[config.mk]
export PLATFORM = sky130hd
export DESIGN_NAME = mips_ifetch_buffer
export DESIGN_NICKNAME = d
export VERILOG_FILES = /design/src/rtl/mips_fetch_pkg.sv /design/src/rtl/fetch_fifo.sv /design/src/rtl/mips_ifetch_buffer.sv
export SDC_FILE = /design/constraint.sdc
export NUM_CORES = 1
export LEC_CHECK = 0
export ABC_CLOCK_PERIOD_IN_PS = 10600
export CAP_MARGIN = 20
export CORE_UTILIZATION = 35
export CTS_CLUSTER_SIZE = 14
export DETAILED_ROUTE_END_ITERATION = 16
export MAX_ROUTING_LAYER = met4
export PLACE_DENSITY = 0.57
export REMOVE_ABC_BUFFERS = 1
export SYNTH_ARGS = -nofsm -noshare
export SYNTH_HDL_FRONTEND = slang
export SYNTH_HIERARCHICAL = 1
export SYNTH_SLANG_ARGS = --single-unit
[constraint.sdc]
create_clock -name clk -period 10.6 [get_ports clk]
set_input_delay 3.18 -clock clk [delete_from_list [all_inputs] [get_ports clk]]
set_output_delay 3.18 -clock clk [all_outputs]
set_load 0.01 [all_outputs]
[src/rtl/mips_fetch_pkg.sv]
// Shared types and constants for the MIPS instruction-fetch buffer.
// Used by the fetch FIFO and by the fetch control top level.
package mips_fetch_pkg;

  localparam logic [31:0] RESET_VECTOR = 32'hBFC0_0000;
  localparam logic [31:0] HALT_ADDR    = 32'h0000_0000;

  typedef enum logic [1:0] {
    RUN   = 2'd0,
    HALT  = 2'd1,
    FAULT = 2'd2
  } fetch_state_t;

  typedef struct packed {
    logic [31:0] pc;
    logic [31:0] instr;
  } fetch_entry_t;

endpackage

[src/rtl/fetch_fifo.sv]
// Small registered FIFO of {pc, instr} pairs between fetch and decode.
// A flush empties the queue; a pop in the same cycle is consumed first.
module fetch_fifo
  import mips_fetch_pkg::*;
#(
  parameter int DEPTH = 2
) (
  input  logic         clk,
  input  logic         reset,
  input  logic         push,
  input  logic         pop,
  input  logic         flush,
  input  fetch_entry_t wr_entry,
  output logic         full,
  output logic         empty,
  output fetch_entry_t head
);

  localparam int PTR_W = $clog2(DEPTH);
  localparam int CNT_W = $clog2(DEPTH + 1);

  fetch_entry_t     mem [DEPTH];
  logic [PTR_W-1:0] rd_ptr;
  logic [PTR_W-1:0] wr_ptr;
  logic [CNT_W-1:0] count;

  assign full  = (count == CNT_W'(DEPTH));
  assign empty = (count == '0);
  assign head  = mem[rd_ptr];

  // Storage carries no reset; validity is tracked by count alone.
  always_ff @(posedge clk) begin
    if (push) begin
      mem[wr_ptr] <= wr_entry;
    end
  end

  // The head leaving on a flush cycle has already been handed to decode,
  // so clearing everything afterwards yields an empty queue either way.
  always_ff @(posedge clk or posedge reset) begin
    if (reset) begin
      rd_ptr <= '0;
      wr_ptr <= '0;
      count  <= '0;
    end else if (flush) begin
      rd_ptr <= '0;
      wr_ptr <= '0;
      count  <= '0;
    end else begin
      if (push) begin
        wr_ptr <= wr_ptr + PTR_W'(1);
      end
      if (pop) begin
        rd_ptr <= rd_ptr + PTR_W'(1);
      end
      case ({push, pop})
        2'b10:   count <= count + CNT_W'(1);
        2'b01:   count <= count - CNT_W'(1);
        default: count <= count;
      endcase
    end
  end

endmodule

[src/rtl/mips_ifetch_buffer.sv]
// Instruction-fetch stage: owns the fetch PC, buffers {pc, instr} pairs
// for decode, and handles redirects, halt-on-zero and misaligned faults.
module mips_ifetch_buffer
  import mips_fetch_pkg::*;
#(
  parameter logic [31:0] RESET_VECTOR = mips_fetch_pkg::RESET_VECTOR,
  parameter logic [31:0] HALT_ADDR    = mips_fetch_pkg::HALT_ADDR,
  parameter int          DEPTH        = 2
) (
  input  logic        clk,
  input  logic        reset,
  output logic [31:0] instr_address,
  input  logic [31:0] instr_readdata,
  output logic        out_valid,
  input  logic        out_ready,
  output logic [31:0] out_instr,
  output logic [31:0] out_pc,
  input  logic        redirect_valid,
  input  logic [31:0] redirect_target,
  output logic        active,
  output logic        fault,
  output logic [31:0] delivered_count
);

  fetch_state_t state;
  fetch_state_t state_next;
  logic [31:0]  fetch_pc;
  logic [31:0]  fetch_pc_next;
  logic         push;
  logic         pop;
  logic         flush;
  logic         full;
  logic         empty;
  fetch_entry_t head;
  fetch_entry_t wr_entry;

  assign instr_address  = fetch_pc;
  assign out_valid      = !empty;
  assign pop            = !empty && out_ready;
  assign out_pc         = head.pc;
  assign out_instr      = head.instr;
  assign wr_entry.pc    = fetch_pc;
  assign wr_entry.instr = instr_readdata;
  assign active         = (state == RUN) || !empty;
  assign fault          = (state == FAULT);

  fetch_fifo #(
    .DEPTH(DEPTH)
  ) u_fifo (
    .clk      (clk),
    .reset    (reset),
    .push     (push),
    .pop      (pop),
    .flush    (flush),
    .wr_entry (wr_entry),
    .full     (full),
    .empty    (empty),
    .head     (head)
  );

  always_ff @(posedge clk or posedge reset) begin
    if (reset) begin
      state           <= RUN;
      fetch_pc        <= RESET_VECTOR;
      delivered_count <= '0;
    end else begin
      state    <= state_next;
      fetch_pc <= fetch_pc_next;
      if (pop) begin
        delivered_count <= delivered_count + 32'd1;
      end
    end
  end

  // A pop frees a slot in the same cycle, so a full queue still accepts
  // a push while decode is draining it.
  always_comb begin
    state_next    = state;
    fetch_pc_next = fetch_pc;
    push          = 1'b0;
    flush         = 1'b0;
    case (state)
      RUN: begin
        if (redirect_valid) begin
          flush = 1'b1;
          if (redirect_target == HALT_ADDR) begin
            state_next = HALT;
          end else if (redirect_target[1:0] != 2'b00) begin
            state_next = FAULT;
          end else begin
            fetch_pc_next = redirect_target;
          end
        end else if (!full || pop) begin
          push          = 1'b1;
          fetch_pc_next = fetch_pc + 32'd4;
        end
      end
      default: begin
        state_next = state;
      end
    endcase
  end

endmodule

==> flow_summary.toml, run 1 <==
[status]
status = "finished clean"

[global_route]
grt_pass1_vias = 5845
grt_max_degree = 65
antenna_found_initial = 1
grt_pass1_wl_mm = 33.25
grtUsageTotal_pct = 17.33
grt-ovfl-total = 0

[drt]
routed_wl_mm = 21.21
drcViolationCount = 0
drtAntennaViolNets = 0
vias = 5934
first_pass_iters = 5
wire_per_inst_um = 18.46
first_iter_violations = 454
viasPerCell = 5.164

[yosys]
synth_cell_type_count = 56
synth.cell_area_um2 = 8727
ys_dominant_reg_cell = "edfxtp_1"
synthArstFlopShare_pct = 35.35
synth-seq-cells = 198
syn_inst = 616
synth_top_area_share_pct = 44.04
synth-seq-area-share_pct = 64.24
synth_top_cell_by_area = "edfxtp_1"
synthTopCellsByArea = "edfxtp_1 (44%), dfrtp_1 (17%), mux2_4 (8.6%), dfstp_2 (2.7%), mux2_2 (2.1%)"
yosysWarnings = 6
synth-edff-count = 128
syn_avg_cell_area_um2 = 14.17

[final_layout]
area_growth_pct = 33.22
drive_gt1_share_pct = 14.81
nets = 881

[cts]
path_clk_slew_ns = 0.08
tritoncts = "yes"
insertion_delay_ns = 0.44
clk_path_buf_depth = 2
cts_max_level = 4
clockRootBuffer = "clkbuf_16"
post_cts_buffers = 0
postCtsHoldBufs = 0
cts_buffers = 17
postCtsResizedCells = 0
clock_sinks = 198

[worst_setup_path]
reg2regPathDepth = 7
critPathLaunch = "redirect_valid"
cp_data_required_time_ns = 10.92
critPathKind = "in2reg"
critPathArrivalTime_ns = 6.35
r2r_slack_ns = 7.39
critPathMaxFanout = 57
r2r_start = "u_fifo/count[0]"
r2r_end = "u_fifo/mem[0][58]"
worstSetupEndpointType = "flip-flop"
crit_path_start_kind = "primary input"
setup.worst_path.end = "instr_address[11]"

[placement]
dpl.hpwl_mm = 14.54
gp_congestion = 0.8665
io_buffers = 198

[floorplanning]
core.rowCount = 57
start_util_pct = 35.78
dieArea_um2 = 25570
die_y_um = 159.9
die_w_um = 159.9
ioPinCount = 199
core_um2 = 24390

[power_and_ir_drop]
combPwrFrac_pct = 24.2
finalPower_w = 0.002043
p_switching_w = 0.0005658
peakVddDrop_uv = 122.8
power.share.clock_pct = 31.5
intPower_w = 0.001477
cellLeakagePower_nw = 4.384
seqPwrFrac_pct = 44.2
cellPowerDensity_nw_per_um2 = 175.7
p_sw_share_pct = 27.69

[timing]
fin_crit_sh_pct = 56.93
finalMaxSlewViolations = 0
hold_ws_ns = 0.4903
maxSlewHeadroom_pct = 34.71
setup_tns_ns = 0
setup_viol = 0
clock_skew_ns = 0.01210
rsz0062_at_grt = "false"
hold_violations = 0
fmax_mhz = 165.7
tightestPinTransition_ns = 0.9793
finalCriticalPeriod_ns = 6.035

[flow_run]
max_cap_violations = 0

[min_path]
min_path_type = "reg2reg"
==> placed cells by master, fill, tap and decap left out, types with 6 or more instances in the layout <==
master,Yosys,layout
nand2_1,23,23
buf_4,0,7
mux2_2,16,16
nor4_1,13,13
mux2_4,50,50
and4_1,8,8
xor2_1,15,15
nor3_1,10,10
clkdlybuf4s50_1,0,197
nand4_1,13,13
o22a_1,8,8
inv_1,20,19
clkbuf_16,0,17
a21oi_1,24,24
a32oi_1,8,8
edfxtp_1,128,128
and3_1,11,11
xnor2_1,19,19
nor2_1,33,33
dfstp_2,9,9
o21ai_0,14,14
dfrtp_1,61,60
a31oi_1,15,15
nand3_1,20,20
nor3b_1,6,6
==> through the flow <==
| step | cell area, µm² | worst slack, ns | std cells | utilization, % |
|---|---|---|---|---|
| 3_3_place_gp | 11010 | 4.081 | 1115 | 45.16 |
| 4_1_cts | 11620 | 4.581 | 1148 | 47.66 |
| 5_1_grt | 11630 | 4.295 | 1149 | 47.67 |
| 2_1_floorplan | 8566 | 2.972 | 586 | - |
| 3_5_place_dp | 11030 | 4.154 | 1116 | 45.22 |
| 6_report | 11630 | 4.565 | 1149 | 47.67 |
==> flip-flops by register name (all words and copies together) (netlist names) <==
signal and count:
u_fifo/mem 128, state 2, instr_address 32, u_fifo/rd_ptr 1, u_fifo/wr_ptr 1, u_fifo/count 2
delivered_count 32
==> worst min-delay path by stage <==
stage                   startpoint                   to  slack [ns]  cells after the start
2_1_floorplan             state[1]             state[1]        0.49                      2
3_3_place_gp   delivered_count[31]  delivered_count[31]        0.46                      1
3_5_place_dp   delivered_count[31]  delivered_count[31]        0.47                      1
4_1_cts        delivered_count[31]  delivered_count[31]        0.49                      1
5_1_grt        delivered_count[31]  delivered_count[31]        0.50                      1
6_report       delivered_count[31]  delivered_count[31]        0.49                      1
==> cells in the mapped netlist (all sizes together), types with 3 or more instances <==
| master | instances |
|---|---|
| nand2 | 23 |
| o22a | 8 |
| a22oi | 4 |
| nand3 | 20 |
| and4 | 8 |
| o2bb2a | 4 |
| nor2b | 5 |
| a31oi | 15 |
| a2bb2oi | 3 |
| nand4 | 13 |
| and3 | 11 |
| clkbuf | 21 |
| dfstp | 9 |
| nor2 | 33 |
| inv | 20 |
| nor3 | 11 |
| buf | 9 |
| edfxtp | 128 |
| nor3b | 7 |
| a21oi | 24 |
| o22ai | 4 |
| a41oi | 5 |
| a32oi | 8 |
| nor4 | 13 |
| xnor2 | 19 |
| o211ai | 4 |
| mux2 | 66 |
| and2 | 7 |
| xor2 | 15 |
| o21ai | 15 |
| dfrtp | 61 |
==> kinds of logic after synthesis <==
logic type,synth area share (%)
buffers and inverters,2.710
multiplexers,10.90
XOR/XNOR,3.412
AO/OA/AOI/OAI,8.287
adder cells (fa/ha/maj),0.2867
flip-flops,64.24
AND/OR/NAND/NOR,10.17
==> layer usage <==
metal,part of all wire (%),global-route usage [%]
met4,1.5,4.762
met1,44,22.42
met2,47,26.56
met5,0,-
met3,7.9,5.013
==> layout make-up <==
| type | instances | area, µm² |
|---|---|---|
| multi-input combinational | 368 | 2894 |
| clock inverter | 14 | 165.2 |
| inverter | 20 | 75.07 |
| sequential | 198 | 5610 |
| clock buffer | 18 | 429.2 |
| antenna | 1 | 2.502 |
| timing repair buffer | 206 | 2044 |
| fill | 2148 | 12760 |
| tap | 324 | 405.4 |
==> critical path: stages <==
cell and delay (ns):
buf_2 0.08, buf_4 0.46, inv_1 0.52, nor3_1 0.70, o211ai_1 0.17, buf_4 0.29, and2_0 0.42, buf_8 0.27
o22a_1 0.22
==> power groups by stage <==
| stage | Combinational, W | Sequential (W) | Clock (W) |
|---|---|---|---|
| floorplan | 0.000257 | 0.000939 | 0 |
| global placement | 0.000496 | 0.000919 | 0 |
| detailed placement | 0.000499 | 0.000920 | 0 |
| CTS | 0.000501 | 0.000904 | 0.000664 |
| global route | 0.000526 | 0.000911 | 0.000693 |
| finish | 0.000495 | 0.000903 | 0.000644 |
Note: power is estimated with default switching activity, not from simulation.
==> inputs of run 2 (changes only) <==
--- a/config.mk
+++ b/config.mk
@@ -5,7 +5,7 @@
 export SDC_FILE = /design/constraint.sdc
 export NUM_CORES = 1
 export LEC_CHECK = 0
-export ABC_CLOCK_PERIOD_IN_PS = 10600
+export ABC_CLOCK_PERIOD_IN_PS = 5680
 export CAP_MARGIN = 20
 export CORE_UTILIZATION = 35
 export CTS_CLUSTER_SIZE = 14
==> constraint.sdc (replaced) <==
create_clock -name clk -period 5.68 [get_ports clk]
set_input_delay 1.704 -clock clk [delete_from_list [all_inputs] [get_ports clk]]
set_output_delay 1.704 -clock clk [all_outputs]
set_load 0.01 [all_outputs]
==> flow_summary.toml, run 2 (synthesis results as in run 1) <==
[status]
status = "finished clean"

[final_layout]
instances_no_fill = 1150
fillers = 2175
antenna_cells = 0
drive_gt1_share_pct = 15.01
layout_commonest_cell = "clkdlybuf4s50_1"
area_growth_pct = 33.38
largest_reg_flops = 128
layout_common_cells = "clkdlybuf4s50_1 (197), edfxtp_1 (128), dfrtp_1 (60)"
top_register = "u_fifo/mem"
nets = 883

[cts]
clockRootBuffer = "clkbuf_16"
path_clk_slew_ns = 0.08
insertion_delay_ns = 0.44
cts_buffers = 17
clock_sinks = 198
postCtsResizedCells = 0
tritoncts = "yes"
postCtsHoldBufs = 0
clk_path_buf_depth = 2
post_cts_buffers = 0
cts_max_level = 4

[timing]
rsz0062_at_grt = "false"
setup_viol = 0
finalMaxSlewViolations = 0
finalCriticalPeriod_ns = 4.465
timing.final.ws_setup_ns = 1.215
maxSlewHeadroom_pct = 31.32
hold_violations = 0
setup_tns_ns = 0
clock_skew_ns = 0.01275
hold_ws_ns = 0.4746
fin_crit_sh_pct = 78.61
fmax_mhz = 224.0
tightestPinTransition_ns = 1.030

[global_route]
grt_max_degree = 65
grtUsageTotal_pct = 17.83
grt_pass1_vias = 5913
grt_pass1_wl_mm = 34.42
grt-ovfl-total = 0
antenna_found_initial = 0

[floorplanning]
core.rowCount = 57
core_um2 = 24390
die_y_um = 159.9
dieArea_um2 = 25570
ioPinCount = 199
die_w_um = 159.9
start_util_pct = 35.78

[min_path]
min_path_type = "reg2reg"

[placement]
io_buffers = 198
place_inst = 1118
pre_cts_ws_ns = 0.9136
gp_congestion = 0.8346
dpl.hpwl_mm = 14.96

[worst_setup_path]
cp_data_required_time_ns = 3.98
critPathArrivalTime_ns = 2.76
worstSetupEndpointType = "output port"
critPathMaxFanout = 55
r2r_slack_ns = 2.52
slowest_stage = "dfrtp_4"
critPathKind = "reg2out"
path_buf_inv = 2
critical_path.max_stage_delay_ns = 1.03
cpLargestDelayFamily = "flip-flops"
crit_chain = "buf_4, mux2_4, clkdlybuf4s50_1"
crit_path_start_kind = "flip-flop"

[power_and_ir_drop]
power.share.clock_pct = 31.4
p_switching_w = 0.001045
cellLeakagePower_nw = 4.389
intPower_w = 0.002769
seqPwrFrac_pct = 45.6
peakVddDrop_uv = 190.9
p_sw_share_pct = 27.40
combPwrFrac_pct = 23.0
cellPowerDensity_nw_per_um2 = 327.6

[drt]
wire_per_inst_um = 18.92
first_pass_iters = 5
drtAntennaViolNets = 0
routed_wl_mm = 21.76
first_iter_violations = 506
viasPerCell = 5.123
drcViolationCount = 0
vias = 5891

[flow_run]
max_cap_violations = 0
## run 2: cell count changes in the layout (fill, tap and decap cells not counted), sizes merged
cell,before,now
clkbuf,18,19
inv,31,29
clkinvlp,0,1
buf,9,11
diode,1,0
## run 2: layer usage
metal	share of wire, %	GRT usage [%]	up-vias
li1	-	-	2752
met1	45	23.18	2905
met2	47	27.67	215
met3	6.8	4.701	19
met4	1.0	4.589	0
met5	0	-	-
## run 2: stage by stage
step | total power (W) | area (µm²) | util (%)
2_1_floorplan | 0.002232 | 8566 | -
3_3_place_gp | 0.002646 | 11050 | 45.30
3_5_place_dp | 0.002654 | 11050 | 45.30
4_1_cts | 0.003857 | 11640 | 47.72
5_1_grt | 0.003971 | 11640 | 47.72
6_report | 0.003814 | 11640 | 47.72
## run 2: power groups by stage
stage / sequential (W) / clock, W / combinational (W)
after global routing: 0.00175 / 0.00129 / 0.000931
after detailed placement: 0.00177 / 0 / 0.000881
after global placement: 0.00177 / 0 / 0.000879
final: 0.00174 / 0.00120 / 0.000879
after floorplan: 0.00175 / 0 / 0.000480
after CTS: 0.00174 / 0.00123 / 0.000887
## run 2: area by class of cell
type	instances	area [µm²]	area share, %
clock inverter	13	147.6	1.268
sequential	198	5610	48.20
timing repair buffer	208	2064	17.74
inverter	20	75.07	0.6450
clock buffer	19	442.9	3.805
multi-input combinational	368	2894	24.86
tap	324	405.4	3.483
## run 2: worst paths after layout
kind                                      from                   to  depth (start not counted)
setup reg to reg               u_fifo/count[0]    instr_address[30]                          7
hold / removal             delivered_count[31]  delivered_count[31]                          1
min in group asynchronous                reset        u_fifo/rd_ptr                          2
max in group asynchronous                reset    instr_address[27]                          3
setup / recovery                 u_fifo/rd_ptr        out_instr[26]                          3
hold reg to reg            delivered_count[31]  delivered_count[31]                          1
## run 2: worst register-to-register path: stages, from the launching register on
cell,delay (ns)
dfrtp_1,0.44
nor2_1,0.30
nand2b_1,0.26
a2111o_1,0.68
buf_4,0.33
and2_0,0.60
buf_4,0.32
o22ai_1,0.11
==> inputs of run 3 (changes only) <==
--- a/config.mk
+++ b/config.mk
@@ -5,13 +5,13 @@
 export SDC_FILE = /design/constraint.sdc
 export NUM_CORES = 1
 export LEC_CHECK = 0
-export ABC_CLOCK_PERIOD_IN_PS = 5680
+export ABC_CLOCK_PERIOD_IN_PS = 3600
 export CAP_MARGIN = 20
 export CORE_UTILIZATION = 35
 export CTS_CLUSTER_SIZE = 14
 export DETAILED_ROUTE_END_ITERATION = 16
 export MAX_ROUTING_LAYER = met4
-export PLACE_DENSITY = 0.57
+export PLACE_DENSITY = 0.59
 export REMOVE_ABC_BUFFERS = 1
 export SYNTH_ARGS = -nofsm -noshare
 export SYNTH_HDL_FRONTEND = slang
==> constraint.sdc (replaced) <==
create_clock -name clk -period 3.6 [get_ports clk]
set_input_delay 1.08 -clock clk [delete_from_list [all_inputs] [get_ports clk]]
set_output_delay 1.08 -clock clk [all_outputs]
set_load 0.01 [all_outputs]
==> flow_summary.toml, run 3 (synthesis results as in run 1) <==
[status]
status = "finished clean"

[cts]
post_cts_buffers = 0
postCtsResizedCells = 0
clock_sinks = 198
clockRootBuffer = "clkbuf_16"
insertion_delay_ns = 0.43
postCtsHoldBufs = 0
cts_buffers = 17
tritoncts = "yes"
path_clk_slew_ns = 0.07
clk_path_buf_depth = 2
cts_max_level = 4

[global_route]
grt-ovfl-total = 0
antenna_found_initial = 1
grt_pass1_vias = 5796
grt_max_degree = 36
grt_pass1_wl_mm = 32.99
grtUsageTotal_pct = 17.15

[worst_setup_path]
slowest_stage = "dfrtp_4"
worstSetupEndpointType = "output port"
path_buf_inv = 2
critPathKind = "reg2out"
cpLargestDelayFamily = "buffers and inverters"
crit_chain = "buf_4, mux2_2, clkdlybuf4s50_1"
critPathArrivalTime_ns = 2.26
critical_path.max_stage_delay_ns = 0.66
critPathMaxFanout = 21
cp_data_required_time_ns = 2.52
crit_path_start_kind = "flip-flop"

[final_layout]
nets = 898
fillers = 2197
drive_gt1_share_pct = 16.53
area_growth_pct = 35.40
fin_util_pct = 48.45
fin_area_um2 = 11820
top_register = "u_fifo/mem"
largest_reg_flops = 128
layout_common_cells = "clkdlybuf4s50_1 (197), edfxtp_1 (128), dfrtp_1 (60)"
layout_commonest_cell = "clkdlybuf4s50_1"

[min_path]
min_path_type = "reg2reg"

[timing]
finalMaxSlewViolations = 0
fin_crit_sh_pct = 92.82
maxSlewHeadroom_pct = 52.43
finalCriticalPeriod_ns = 3.341
hold_violations = 0
rsz0062_at_grt = "false"
tightestPinTransition_ns = 0.7124
fmax_mhz = 299.3
setup_viol = 0
clock_skew_ns = 0.006735

[floorplanning]
ioPinCount = 199
die_y_um = 159.9
die_w_um = 159.9
start_util_pct = 35.78
core_um2 = 24390
dieArea_um2 = 25570
core.rowCount = 57

[drt]
drtAntennaViolNets = 0
wire_per_inst_um = 18.16
drcViolationCount = 0
first_iter_violations = 494
vias = 5839
routed_wl_mm = 21.17
first_pass_iters = 4
viasPerCell = 5.008

[placement]
gp_congestion = 0.8261
dpl.hpwl_mm = 14.66
place_area_um2 = 11240
io_buffers = 198

[power_and_ir_drop]
peakVddDrop_uv = 295.0
cellPowerDensity_nw_per_um2 = 508.6
finalPower_w = 0.006009
cellLeakagePower_nw = 4.480

[flow_run]
max_cap_violations = 0
==> run 3: power by group <==
group / internal [W] / switching (W)
Clock: 0.000930 / 0.000917
Combinational: 0.000954 / 0.000570
Sequential: 0.00249 / 0.000150
==> run 3: final timing paths <==
kind | start | end | slack (ns) | cells after the start
hold reg to reg | delivered_count[12] | delivered_count[12] | 0.49 | 1
min in group asynchronous | reset | u_fifo/count[1] | 0.90 | 2
setup reg to reg | instr_address[2] | instr_address[20] | 1.19 | 6
max in group asynchronous | reset | instr_address[29] | 1.76 | 3
setup / recovery | u_fifo/rd_ptr | out_pc[20] | 0.26 | 3
hold / removal | delivered_count[12] | delivered_count[12] | 0.49 | 1
==> run 3: per-layer routing <==
layer / part of all wire, % / routed length (µm) / global-route usage (%) / up-vias
met5: 0 / 0 / - / -
met4: 1.2 / 246 / 4.329 / 0
li1: - / - / - / 2781
met3: 6.9 / 1459 / 5.091 / 16
met1: 47 / 9868 / 22.76 / 2839
met2: 45 / 9599 / 25.66 / 203
==> run 3: cell type report <==
class	count	area, µm²	area share, %
Timing Repair Buffer	223	2252	19.06
Tap cell	324	405.4	3.431
Clock inverter	14	147.6	1.249
Sequential cell	198	5610	47.48
Antenna cell	1	2.502	0.02118
Inverter	20	75.07	0.6353
Multi-Input combinational cell	368	2894	24.49
Clock buffer	18	429.2	3.632
==> run 3: per-stage QoR <==
stage	cells	hold WS (ns)	TNS, ns	setup slack [ns]
after global routing	1166	0.5167	0	0.1647
after detailed placement	1133	0.4791	0	0.2866
after floorplan	586	0.4929	-169.13	-1.928
after global placement	1133	0.4835	0	0.2794
final	1166	0.4923	0	0.2586
after CTS	1165	0.4971	0	0.2237
==> run 3: worst register-to-register path: cells and delay by family, from the launching register on <==
kind	cells	cell delay (ns)
and+or+nand+nor	3	1.19
adders and majority gates	1	0.27
AOI/OAI and AO/OA	2	0.31
DFF	1	0.54
